$ cat src/rtl/crc16_pkg.sv
// Shared constants for the Gen2 CRC-16 datapath and the surrounding framer.
package crc16_pkg;
    localparam logic [15:0] CRC16_POLY    = 16'h1021;
    localparam logic [15:0] CRC16_PRESET  = 16'hFFFF;
    localparam logic [15:0] CRC16_RESIDUE = 16'h1D0F;
    // Gen2 reader preamble pattern, consumed by the framer ahead of this engine.
    localparam logic [11:0] GEN2_PREAMBLE = 12'b110100100011;
endpackage

$ cat src/rtl/crc16_frame_engine_if.sv
// Beat stream into the CRC engine and its CRC/status outputs.
interface crc16_frame_engine_if #(parameter int NUM_BITS = 1);
    logic                clear;
    logic                in_valid;
    logic [NUM_BITS-1:0] in_data;
    logic                in_last;
    logic [15:0]         crc_reg;
    logic [15:0]         crc_out;
    logic                done;
    logic                crc_ok;

    modport master (output clear, in_valid, in_data, in_last,
                    input  crc_reg, crc_out, done, crc_ok);
    modport slave  (input  clear, in_valid, in_data, in_last,
                    output crc_reg, crc_out, done, crc_ok);
endinterface

$ cat src/rtl/crc16_step.sv
// Combinational NUM_BITS-step CRC-16 advance; dat[NUM_BITS-1] is shifted in first.
module crc16_step
    import crc16_pkg::*;
#(
    parameter int NUM_BITS = 1
) (
    input  logic [NUM_BITS-1:0] dat,
    input  logic [15:0]         crc_in,
    output logic [15:0]         crc_next
);
    logic [15:0] w_crc;
    logic        w_fb;

    always_comb begin
        w_crc = crc_in;
        w_fb  = 1'b0;
        for (int i = NUM_BITS - 1; i >= 0; i--) begin
            w_fb  = w_crc[15] ^ dat[i];
            w_crc = {w_crc[14:0], 1'b0} ^ (w_fb ? CRC16_POLY : 16'h0000);
        end
        crc_next = w_crc;
    end
endmodule

$ cat src/rtl/crc16_frame_engine.sv
// Frame-level CRC-16 engine: running CRC for transmit, residue check for receive.
module crc16_frame_engine
    import crc16_pkg::*;
#(
    parameter int          NUM_BITS = 1,
    parameter logic [15:0] RESIDUE  = CRC16_RESIDUE
) (
    input logic                  sys_clk,
    input logic                  rst,
    crc16_frame_engine_if.slave  bus
);
    logic [15:0] r_crc;
    logic        r_done;
    logic        r_ok;
    logic [15:0] w_base;
    logic [15:0] w_next;
    logic        w_end;

    // clear folds the preset into the same cycle so the first beat is not lost
    assign w_base = bus.clear ? CRC16_PRESET : r_crc;
    assign w_end  = bus.in_valid & bus.in_last;

    crc16_step #(.NUM_BITS(NUM_BITS)) u_step (
        .dat      (bus.in_data),
        .crc_in   (w_base),
        .crc_next (w_next)
    );

    always_ff @(posedge sys_clk) begin
        if (rst) begin
            r_crc  <= CRC16_PRESET;
            r_done <= 1'b0;
            r_ok   <= 1'b0;
        end else begin
            if (bus.in_valid)
                r_crc <= w_next;
            else if (bus.clear)
                r_crc <= CRC16_PRESET;
            r_done <= w_end;
            r_ok   <= w_end && (w_next == RESIDUE);
        end
    end

    assign bus.crc_reg = r_crc;
    assign bus.crc_out = ~r_crc;
    assign bus.done    = r_done;
    assign bus.crc_ok  = r_ok;
endmodule

$ cat src/flat_wrapper.sv
// flat-port wrapper written by rule: the top's interface ports become plain ports
module crc16_frame_engine_flat import crc16_pkg::*;
#(
    parameter int          NUM_BITS = 1,
    parameter logic [15:0] RESIDUE  = CRC16_RESIDUE
)
  (sys_clk, rst, bus_clear, bus_in_valid, bus_in_data, bus_in_last, bus_crc_reg, bus_crc_out, bus_done, bus_crc_ok);
  crc16_frame_engine_if #(.NUM_BITS(NUM_BITS)) bus_i ();
  input logic sys_clk;
  input logic rst;
  input wire logic [$bits(bus_i.clear)-1:0] bus_clear;
  input wire logic [$bits(bus_i.in_valid)-1:0] bus_in_valid;
  input wire logic [$bits(bus_i.in_data)-1:0] bus_in_data;
  input wire logic [$bits(bus_i.in_last)-1:0] bus_in_last;
  output wire logic [$bits(bus_i.crc_reg)-1:0] bus_crc_reg;
  output wire logic [$bits(bus_i.crc_out)-1:0] bus_crc_out;
  output wire logic [$bits(bus_i.done)-1:0] bus_done;
  output wire logic [$bits(bus_i.crc_ok)-1:0] bus_crc_ok;
  assign bus_i.clear = bus_clear;
  assign bus_i.in_valid = bus_in_valid;
  assign bus_i.in_data = bus_in_data;
  assign bus_i.in_last = bus_in_last;
  assign bus_crc_reg = bus_i.crc_reg;
  assign bus_crc_out = bus_i.crc_out;
  assign bus_done = bus_i.done;
  assign bus_crc_ok = bus_i.crc_ok;
  crc16_frame_engine #(.NUM_BITS(NUM_BITS), .RESIDUE(RESIDUE)) u_core (.sys_clk(sys_clk), .rst(rst), .bus(bus_i));
endmodule
$ cat config.mk
export PLATFORM = sky130hd
export DESIGN_NAME = crc16_frame_engine_flat
export DESIGN_NICKNAME = d
export VERILOG_FILES = /design/src/rtl/crc16_pkg.sv /design/src/rtl/crc16_frame_engine_if.sv /design/src/rtl/crc16_step.sv /design/src/rtl/crc16_frame_engine.sv /design/src/flat_wrapper.sv
export SDC_FILE = /design/constraint.sdc
export NUM_CORES = 1
export LEC_CHECK = 0
export BUFFER_PORTS_ARGS = -buffer_cell sky130_fd_sc_hd__buf_2
export CORE_MARGIN = 2
export CORE_UTILIZATION = 25
export DETAILED_ROUTE_END_ITERATION = 16
export SETUP_SLACK_MARGIN = 0.2
export SLEW_MARGIN = 20
export SYNTH_ARGS = -nofsm -noshare
export SYNTH_HDL_FRONTEND = slang
export SYNTH_SLANG_ARGS = --single-unit
$ cat constraint.sdc
create_clock -name sys_clk -period 2.9 [get_ports sys_clk]
set_input_delay 0.29 -clock sys_clk [delete_from_list [all_inputs] [get_ports sys_clk]]
set_output_delay 0.29 -clock sys_clk [all_outputs]
set_load 0.01 [all_outputs]
==> results of run 1 <==
## logic make-up (layout without fill, tap and decap cells)
| kind of cell | after synthesis | after routing | share of synthesized area |
|---|---|---|---|
| XOR/XNOR | 2 | 2 | 0.0299 |
| buffers and inverters | 26 | 61 | 0.130 |
| AO/OA/AOI/OAI | 23 | 23 | 0.213 |
| AND/OR/NAND/NOR | 31 | 31 | 0.196 |
| flip-flops | 18 | 18 | 0.431 |
## placed cells by master, fill, tap and decap left out
master                      instances
sky130_fd_sc_hd__buf_2             39
sky130_fd_sc_hd__o22ai_1            1
sky130_fd_sc_hd__and4bb_2           1
sky130_fd_sc_hd__o2111ai_1          1
sky130_fd_sc_hd__a21o_1             1
sky130_fd_sc_hd__o21ai_0            2
sky130_fd_sc_hd__and3b_2            1
sky130_fd_sc_hd__clkbuf_4           3
sky130_fd_sc_hd__nor2_1             3
sky130_fd_sc_hd__nor4bb_1           1
sky130_fd_sc_hd__a2111oi_2          1
sky130_fd_sc_hd__nand2_1           16
sky130_fd_sc_hd__nor2b_1            1
sky130_fd_sc_hd__a21oi_1            1
sky130_fd_sc_hd__nand4_1            2
sky130_fd_sc_hd__and3b_1            1
sky130_fd_sc_hd__xor2_1             1
sky130_fd_sc_hd__nor4b_1            1
sky130_fd_sc_hd__clkbuf_8           1
sky130_fd_sc_hd__and3_1             1
sky130_fd_sc_hd__or3_1              2
sky130_fd_sc_hd__o2111a_1           1
sky130_fd_sc_hd__inv_1             18
sky130_fd_sc_hd__o311ai_0           1
sky130_fd_sc_hd__o211ai_1          13
sky130_fd_sc_hd__xnor2_2            1
sky130_fd_sc_hd__o21a_1             1
sky130_fd_sc_hd__dfxtp_1           18
sky130_fd_sc_hd__nor3_1             1
## worst max-delay path, cell delays in order
cell and delay, ps:
sky130_fd_sc_hd__buf_2 150, sky130_fd_sc_hd__nor2_1 780, sky130_fd_sc_hd__o2111ai_1 200, sky130_fd_sc_hd__and3_1 230
## routing by layer
metal | share of wire | global-route usage | up-vias
met4 | 0.0030 | 0.0365 | 0
li1 | - | - | 407
met5 | 0 | 0 | -
met1 | 0.50 | 0.141 | 360
met3 | 0.066 | 0.0207 | 2
met2 | 0.43 | 0.162 | 24
## cell usage after synthesis
cell / count
sky130_fd_sc_hd__or3_1: 2
sky130_fd_sc_hd__xnor2_2: 1
sky130_fd_sc_hd__a21oi_1: 1
sky130_fd_sc_hd__inv_1: 18
sky130_fd_sc_hd__buf_6: 1
sky130_fd_sc_hd__nor3_1: 1
sky130_fd_sc_hd__o2111a_1: 1
sky130_fd_sc_hd__nor2_1: 3
sky130_fd_sc_hd__and3b_2: 1
sky130_fd_sc_hd__nand2_1: 16
sky130_fd_sc_hd__o22ai_1: 1
sky130_fd_sc_hd__and3b_1: 1
sky130_fd_sc_hd__clkbuf_2: 1
sky130_fd_sc_hd__a21o_1: 1
sky130_fd_sc_hd__nand4_1: 2
sky130_fd_sc_hd__o211ai_1: 13
sky130_fd_sc_hd__o2111ai_1: 1
sky130_fd_sc_hd__nor2b_1: 1
sky130_fd_sc_hd__buf_2: 2
sky130_fd_sc_hd__and4bb_2: 1
sky130_fd_sc_hd__xor2_1: 1
sky130_fd_sc_hd__clkbuf_1: 4
sky130_fd_sc_hd__and3_1: 1
sky130_fd_sc_hd__nor4bb_1: 1
sky130_fd_sc_hd__o21a_1: 1
sky130_fd_sc_hd__dfxtp_1: 18
sky130_fd_sc_hd__a2111oi_2: 1
sky130_fd_sc_hd__nor4b_1: 1
sky130_fd_sc_hd__o311ai_0: 1
sky130_fd_sc_hd__o21ai_0: 2
## per-stage QoR
step	cell area, um^2	std cells	util	hold slack [ps]
3_5_place_dp	1040	175	0.334	509
6_report	1080	179	0.346	215
5_1_grt	1080	179	0.346	224
4_1_cts	1080	179	0.346	206
3_3_place_gp	1040	175	0.334	497
2_1_floorplan	836	100	-	376
## power by group
| group | switching (mW) | internal, mW | total, mW |
|---|---|---|---|
| logic | 0.0413 | 0.0281 | 0.0694 |
| registers | 0.0101 | 0.256 | 0.267 |
| clock network | 0.0748 | 0.0764 | 0.151 |
| total | 0.126 | 0.361 | 0.487 |
## cell type report
cell class / count / share of cell area
Sequential cell: 18 / 0.333
Clock buffer: 4 / 0.0336
Tap cell: 44 / 0.0509
Inverter: 18 / 0.0625
Multi-Input combinational cell: 56 / 0.339
Timing Repair Buffer: 39 / 0.181
## worst max-delay path by stage
stage                                      start                    end  slack (ps)  cells after the start
final                                  bus_clear  u_core.bus.crc_reg[5]        1440                      4
after CTS                              bus_clear  u_core.bus.crc_reg[5]        1410                      4
after global routing                   bus_clear  u_core.bus.crc_reg[5]        1260                      4
after detailed placement               bus_clear  u_core.bus.crc_reg[5]        1090                      4
after floorplan           u_core.bus.crc_reg[15]      u_core.bus.crc_ok        1550                      4
after global placement                 bus_clear  u_core.bus.crc_reg[5]        1140                      4
==> results.txt, run 1 <==
----------------------------------------------------
[Worst setup path]
  Critical path data arrival time ... 1650 ps
  Required time at the endpoint of the critical path ... 3090 ps
  Worst Reg-to-Reg Cells ... 3
  Max FO, Critical Path ... 16
  Type of the setup path with the least slack ... in -> reg
  FF-to-FF setup slack ... approximately 1500 ps
  Endpoint kind of the worst setup timing path ... flip-flop
  Critical Path Start Type ... primary input
  Endpoint of the most critical register-to-register path ... u_core.bus.crc_ok
  Startpoint of the most critical register-to-register path ... u_core.bus.crc_reg[15]

[CTS]
  Sinks on Clock Net ... 18
  Post-cts resize count ... 0
  Largest buffer count on any clock path ... 2
  Skew-Pair Late Insertion Delay ... 290 ps
  Cts bufs inserted ... 3
  Clock tree from TritonCTS ... built
  Level count of the clock H-tree ... 1
  Post-CTS setup buffer count ... 0
  Post-CTS Hold Buffers ... 0
  Clock root buffer master ... sky130_fd_sc_hd__clkbuf_4
  CTS clk-pin slew, worst paths ... 100 ps

[Drt]
  Remaining routing DRC violations ... 0
  Detail-routed net length per standard cell ... between 10 and 15 um
  Number of detailed-route iterations in the first pass ... 4
  Total number of vias ... 793
  Detailed-route wire length ... 1980 um
  Number of nets with antenna violations after routing ... 0
  Number of vias per cell ... 4.43
  1st-iter DRT viols ... 61

[Finish]
  Number of diodes added for antenna fixing ... 0
  Nets ... 142
  Area used by multi-input combinational logic ... ~370 um^2
  Footprint of the flip-flops and latches ... 360 um^2
  Filler cell count ... between 300 and 400
  Fraction of final layout cells sized beyond drive strength 1 ... 0.348
  Synthesis-to-layout area growth ... 29.3%
  Flip-flop count of the largest register, all copies and words added ... 16

[Power]
  Static leakage ... between 0.6 and 0.7 nW
  Total power after layout ... a little under 0.5 mW
  Ratio of total power to cell area ... 451 nW/um^2
  IR Drop Worst-Case VDD ... 0.000116 V

[Timing]
  Smallest setup slack after layout ... about 1400 ps
  Setup repair after global routing missed its margin ... false
  Final Critical Period ... 1460 ps
  Slew at the pin with the worst max-slew slack ... 1000 ps
  Final hold violations ... 0
  Maximum achievable frequency ... about 0.68 GHz
  TNS Setup ... 0 ps
  Setup clock skew after layout ... 1.81 ps
  Final period utilization ... 0.505
  Slew Viols, Final ... 0
  Setup violation total in the final timing report ... 0
  Worst max-slew margin expressed relative to the limit ... 0.331

[GRT]
  Global-route wire length before repair ... 3010 um
  Tot GR Track Use ... 0.103
  GR Overflow Total ... 0
  Maximum number of pins on one net before global-route repair ... 36
  Antenna violations before repair ... 0
  Via count of the first global-routing pass ... 693

[Synth]
  Synthesized Nets ... between 100 and 150
  Top-area cell type share of the netlist area ... 0.431
  Synth cell types ... 30
  Post-synthesis register bit count ... 18
  Main area contributors after synthesis ... sky130_fd_sc_hd__dfxtp_1, sky130_fd_sc_hd__o211ai_1, sky130_fd_sc_hd__inv_1
  Syn Inst Count ... 100
  Leading area contributor after synthesis ... sky130_fd_sc_hd__dfxtp_1
  Count of warnings emitted by yosys ... 0
  Cell area after synthesis ... about 840 um^2
  Share of synthesized area occupied by flip-flops and latches ... 0.431
  Post-synthesis average cell area ... 8.36 um^2

[Floorplan]
  Starting density of the core ... 0.267
  Die height ... 61.8 um
  Die Footprint ... between 3000 and 4000 um^2
  Top Ports ... 40
  Chip width ... 61.8 um
  Core Area ... 3130 um^2
  # rows ... 20

[Placement]
  Half-perimeter wire length after detailed placement ... around 1500 um
  Worst setup slack after placement ... around 1100 ps
  Count of input and output buffers ... 39
  RePlAce Congestion ... ~0.81

[Min path]
  Cell depth of the worst hold path ... 2
  Min-delay worst type ... in -> reg
  Hold Crit Start ... rst
  Sink of the worst hold path ... u_core.bus.crc_reg[0]

[Status]
  Status ... completed

[Flow run]
  Number of max-capacitance violations reported ... 0

----------------------------------------------------
Power figures use the tool's default switching activity.
==> run 2: changes to the inputs <==
==> constraint.sdc (replaced) <==
create_clock -name sys_clk -period 1.4 [get_ports sys_clk]
set_input_delay 0.14 -clock sys_clk [delete_from_list [all_inputs] [get_ports sys_clk]]
set_output_delay 0.14 -clock sys_clk [all_outputs]
set_load 0.01 [all_outputs]
==> results.txt, run 2 (synthesis gave the netlist of run 1 again) <==
----------------------------------------------------
[Status]
  Status ... completed

[Drt]
  Routed length on met2 ... slightly above 1000 um
  Number of vias per cell ... 4.40
  Number of detailed-route iterations in the first pass ... 4
  Metal1 wirelength ... 1010 um
  Remaining routing DRC violations ... 0
  Highest metal layer with signal wires ... met4
  Total number of vias ... ~840
  Detail-routed net length per standard cell ... 11.4 um
  Metal3 WL ... 143 um
  Number of nets with antenna violations after routing ... 0
  1st-iter DRT viols ... 31
  Detailed-route wire length ... 2170 um

[Power]
  Ratio of total power to cell area ... 793 nW/um^2
  Switching Share ... 0.272
  Static leakage ... approximately 0.66 nW
  Portion of total power attributed to combinational logic ... 0.183
  Internal Pwr Total ... 0.709 mW
  IR Drop Worst-Case VDD ... 0.000198 V
  Relative contribution of sequential cells to total power ... 0.563
  Portion of total power attributed to the clock network ... 0.254
  Sw Pwr ... 0.264 mW

[Worst setup path]
  Critical Path Start Type ... flip-flop
  Worst Reg-to-Reg Cells ... 3
  Type of the setup path with the least slack ... reg -> reg
  Required time at the endpoint of the critical path ... 1590 ps
  Max FO, Critical Path ... 3
  Endpoint of the most critical register-to-register path ... u_core.bus.crc_ok
  Startpoint of the most critical register-to-register path ... u_core.bus.crc_reg[8]
  FF-to-FF setup slack ... 120 ps
  Critical path data arrival time ... 1470 ps
  Endpoint kind of the worst setup timing path ... flip-flop

[Timing]
  Final Critical Period ... 1280 ps
  Slew at the pin with the worst max-slew slack ... between 300 and 400 ps
  TNS Setup ... 0 ps
  Smallest setup slack after layout ... 118 ps
  Final hold violations ... 0
  Setup violation total in the final timing report ... 0
  Setup repair after global routing missed its margin ... true
  Setup clock skew after layout ... 4.47 ps
  Slew Viols, Final ... 0
  Worst max-slew margin expressed relative to the limit ... 0.778
  Final period utilization ... 0.916
  Maximum achievable frequency ... 0.780 GHz

[CTS]
  Sinks on Clock Net ... 18
  Post-CTS Hold Buffers ... 0
  CTS clk-pin slew, worst paths ... 100 ps
  Skew-Pair Late Insertion Delay ... 280 ps
  Level count of the clock H-tree ... 1
  Cts bufs inserted ... 3
  Largest buffer count on any clock path ... 2
  Clock root buffer master ... sky130_fd_sc_hd__clkbuf_4
  Clock tree from TritonCTS ... built

[GRT]
  Via count of the first global-routing pass ... between 600 and 700
  Maximum number of pins on one net before global-route repair ... 22
  Antenna violations before repair ... 0
  Global-route wire length before repair ... 3010 um
  GR Overflow Total ... 0
  Tot GR Track Use ... 0.106

[Finish]
  Nets ... 155
  Final cell count without fillers ... approximately 190
  Most common cell after layout, fill and taps aside ... sky130_fd_sc_hd__buf_2
  Filler cell count ... 327
  Flip-flop count of the largest register, all copies and words added ... 16
  Fraction of final layout cells sized beyond drive strength 1 ... 0.463
  Layout Utilization ... 0.392
  Synthesis-to-layout area growth ... 46.9%
  Number of diodes added for antenna fixing ... 0
  Highest-count cells in the layout ignoring fill and taps ... sky130_fd_sc_hd__buf_2, sky130_fd_sc_hd__inv_1, sky130_fd_sc_hd__nand2_1, sky130_fd_sc_hd__o211ai_1

[Placement]
  Number of cells in the design after placement ... ~180
  Count of input and output buffers ... 39
  RePlAce Congestion ... 0.754
  Worst setup slack after placement ... 54.2 ps
  Half-perimeter wire length after detailed placement ... 1610 um

[Min path]
  Hold Crit Start ... rst
  Cell depth of the worst hold path ... 2
  Sink of the worst hold path ... u_core.bus.crc_reg[0]
  Min-delay worst type ... in -> reg

[Floorplan]
  Chip width ... 61.8 um
  # rows ... 20
  Core Area ... 3130 um^2
  Top Ports ... 40
  Die height ... 61.8 um
  Starting density of the core ... 0.267
  Die Footprint ... 3820 um^2

[Flow run]
  Number of max-capacitance violations reported ... 0

----------------------------------------------------
## run 2: cell types whose count changed in the layout (fill, tap and decap cells not counted), moves of 3 or more
cell | before | now
sky130_fd_sc_hd__buf_4 | 0 | 12
sky130_fd_sc_hd__dfxtp_4 | 0 | 3
sky130_fd_sc_hd__dfxtp_1 | 18 | 12
sky130_fd_sc_hd__dfxtp_2 | 0 | 3
## run 2: through the flow
step / hold slack, ps / instance area, um^2 / power, mW
floorplan: 226 / 848 / 0.661
global placement: 370 / 1090 / 0.720
detailed placement: 385 / 1090 / 0.722
CTS: 89.1 / 1150 / 0.969
global route: 85.9 / 1230 / 1.03
finish: 98.2 / 1230 / 0.973
## run 2: power groups by stage
stage	Combinational [mW]	Clock (mW)	Sequential (mW)
6_report	0.178	0.247	0.548
5_1_grt	0.197	0.284	0.551
4_1_cts	0.167	0.253	0.549
3_5_place_dp	0.157	0	0.565
3_3_place_gp	0.157	0	0.564
2_1_floorplan	0.0922	0	0.569
## run 2: final cells by class
class	count	area, um^2	share of cell area
sequential	18	375	0.306
multi-input combinational	56	410	0.334
tap	44	55.1	0.0449
inverter	18	67.6	0.0550
clock buffer	3	22.5	0.0183
timing repair buffer	52	297	0.242
## run 2: worst max path at each step
stage | from | end | slack, ps | cells after the start
6_report | u_core.bus.crc_reg[8] | u_core.bus.crc_ok | 120 | 3
4_1_cts | u_core.bus.crc_reg[15] | u_core.bus.crc_ok | 110 | 3
3_5_place_dp | u_core.bus.crc_reg[11] | u_core.bus.crc_ok | 50 | 3
3_3_place_gp | u_core.bus.crc_reg[11] | u_core.bus.crc_ok | 100 | 3
5_1_grt | u_core.bus.crc_reg[3] | u_core.bus.crc_ok | 30 | 3
2_1_floorplan | u_core.bus.crc_reg[15] | u_core.bus.crc_ok | 70 | 4
## run 2: worst max-delay path, cell delays in order, from the launching register on
cell and delay, ps:
sky130_fd_sc_hd__dfxtp_4 360, sky130_fd_sc_hd__nor4bb_2 280, sky130_fd_sc_hd__nand4_1 210, sky130_fd_sc_hd__a2111oi_4 350
## run 2: repair_timing
| item | CTS | global route |
|---|---|---|
| gates resized for setup | 5 | 8 |
| setup buffers | 4 | 5 |
| pin swaps | 6 | 4 |
| endpoints found under the setup margin | 2 | 3 |
## run 2: routing by layer
metal,GRT usage,up-vias
li1,-,434
met1,0.134,380
met2,0.165,25
met3,0.0331,2
met4,0.0486,0
met5,0,-
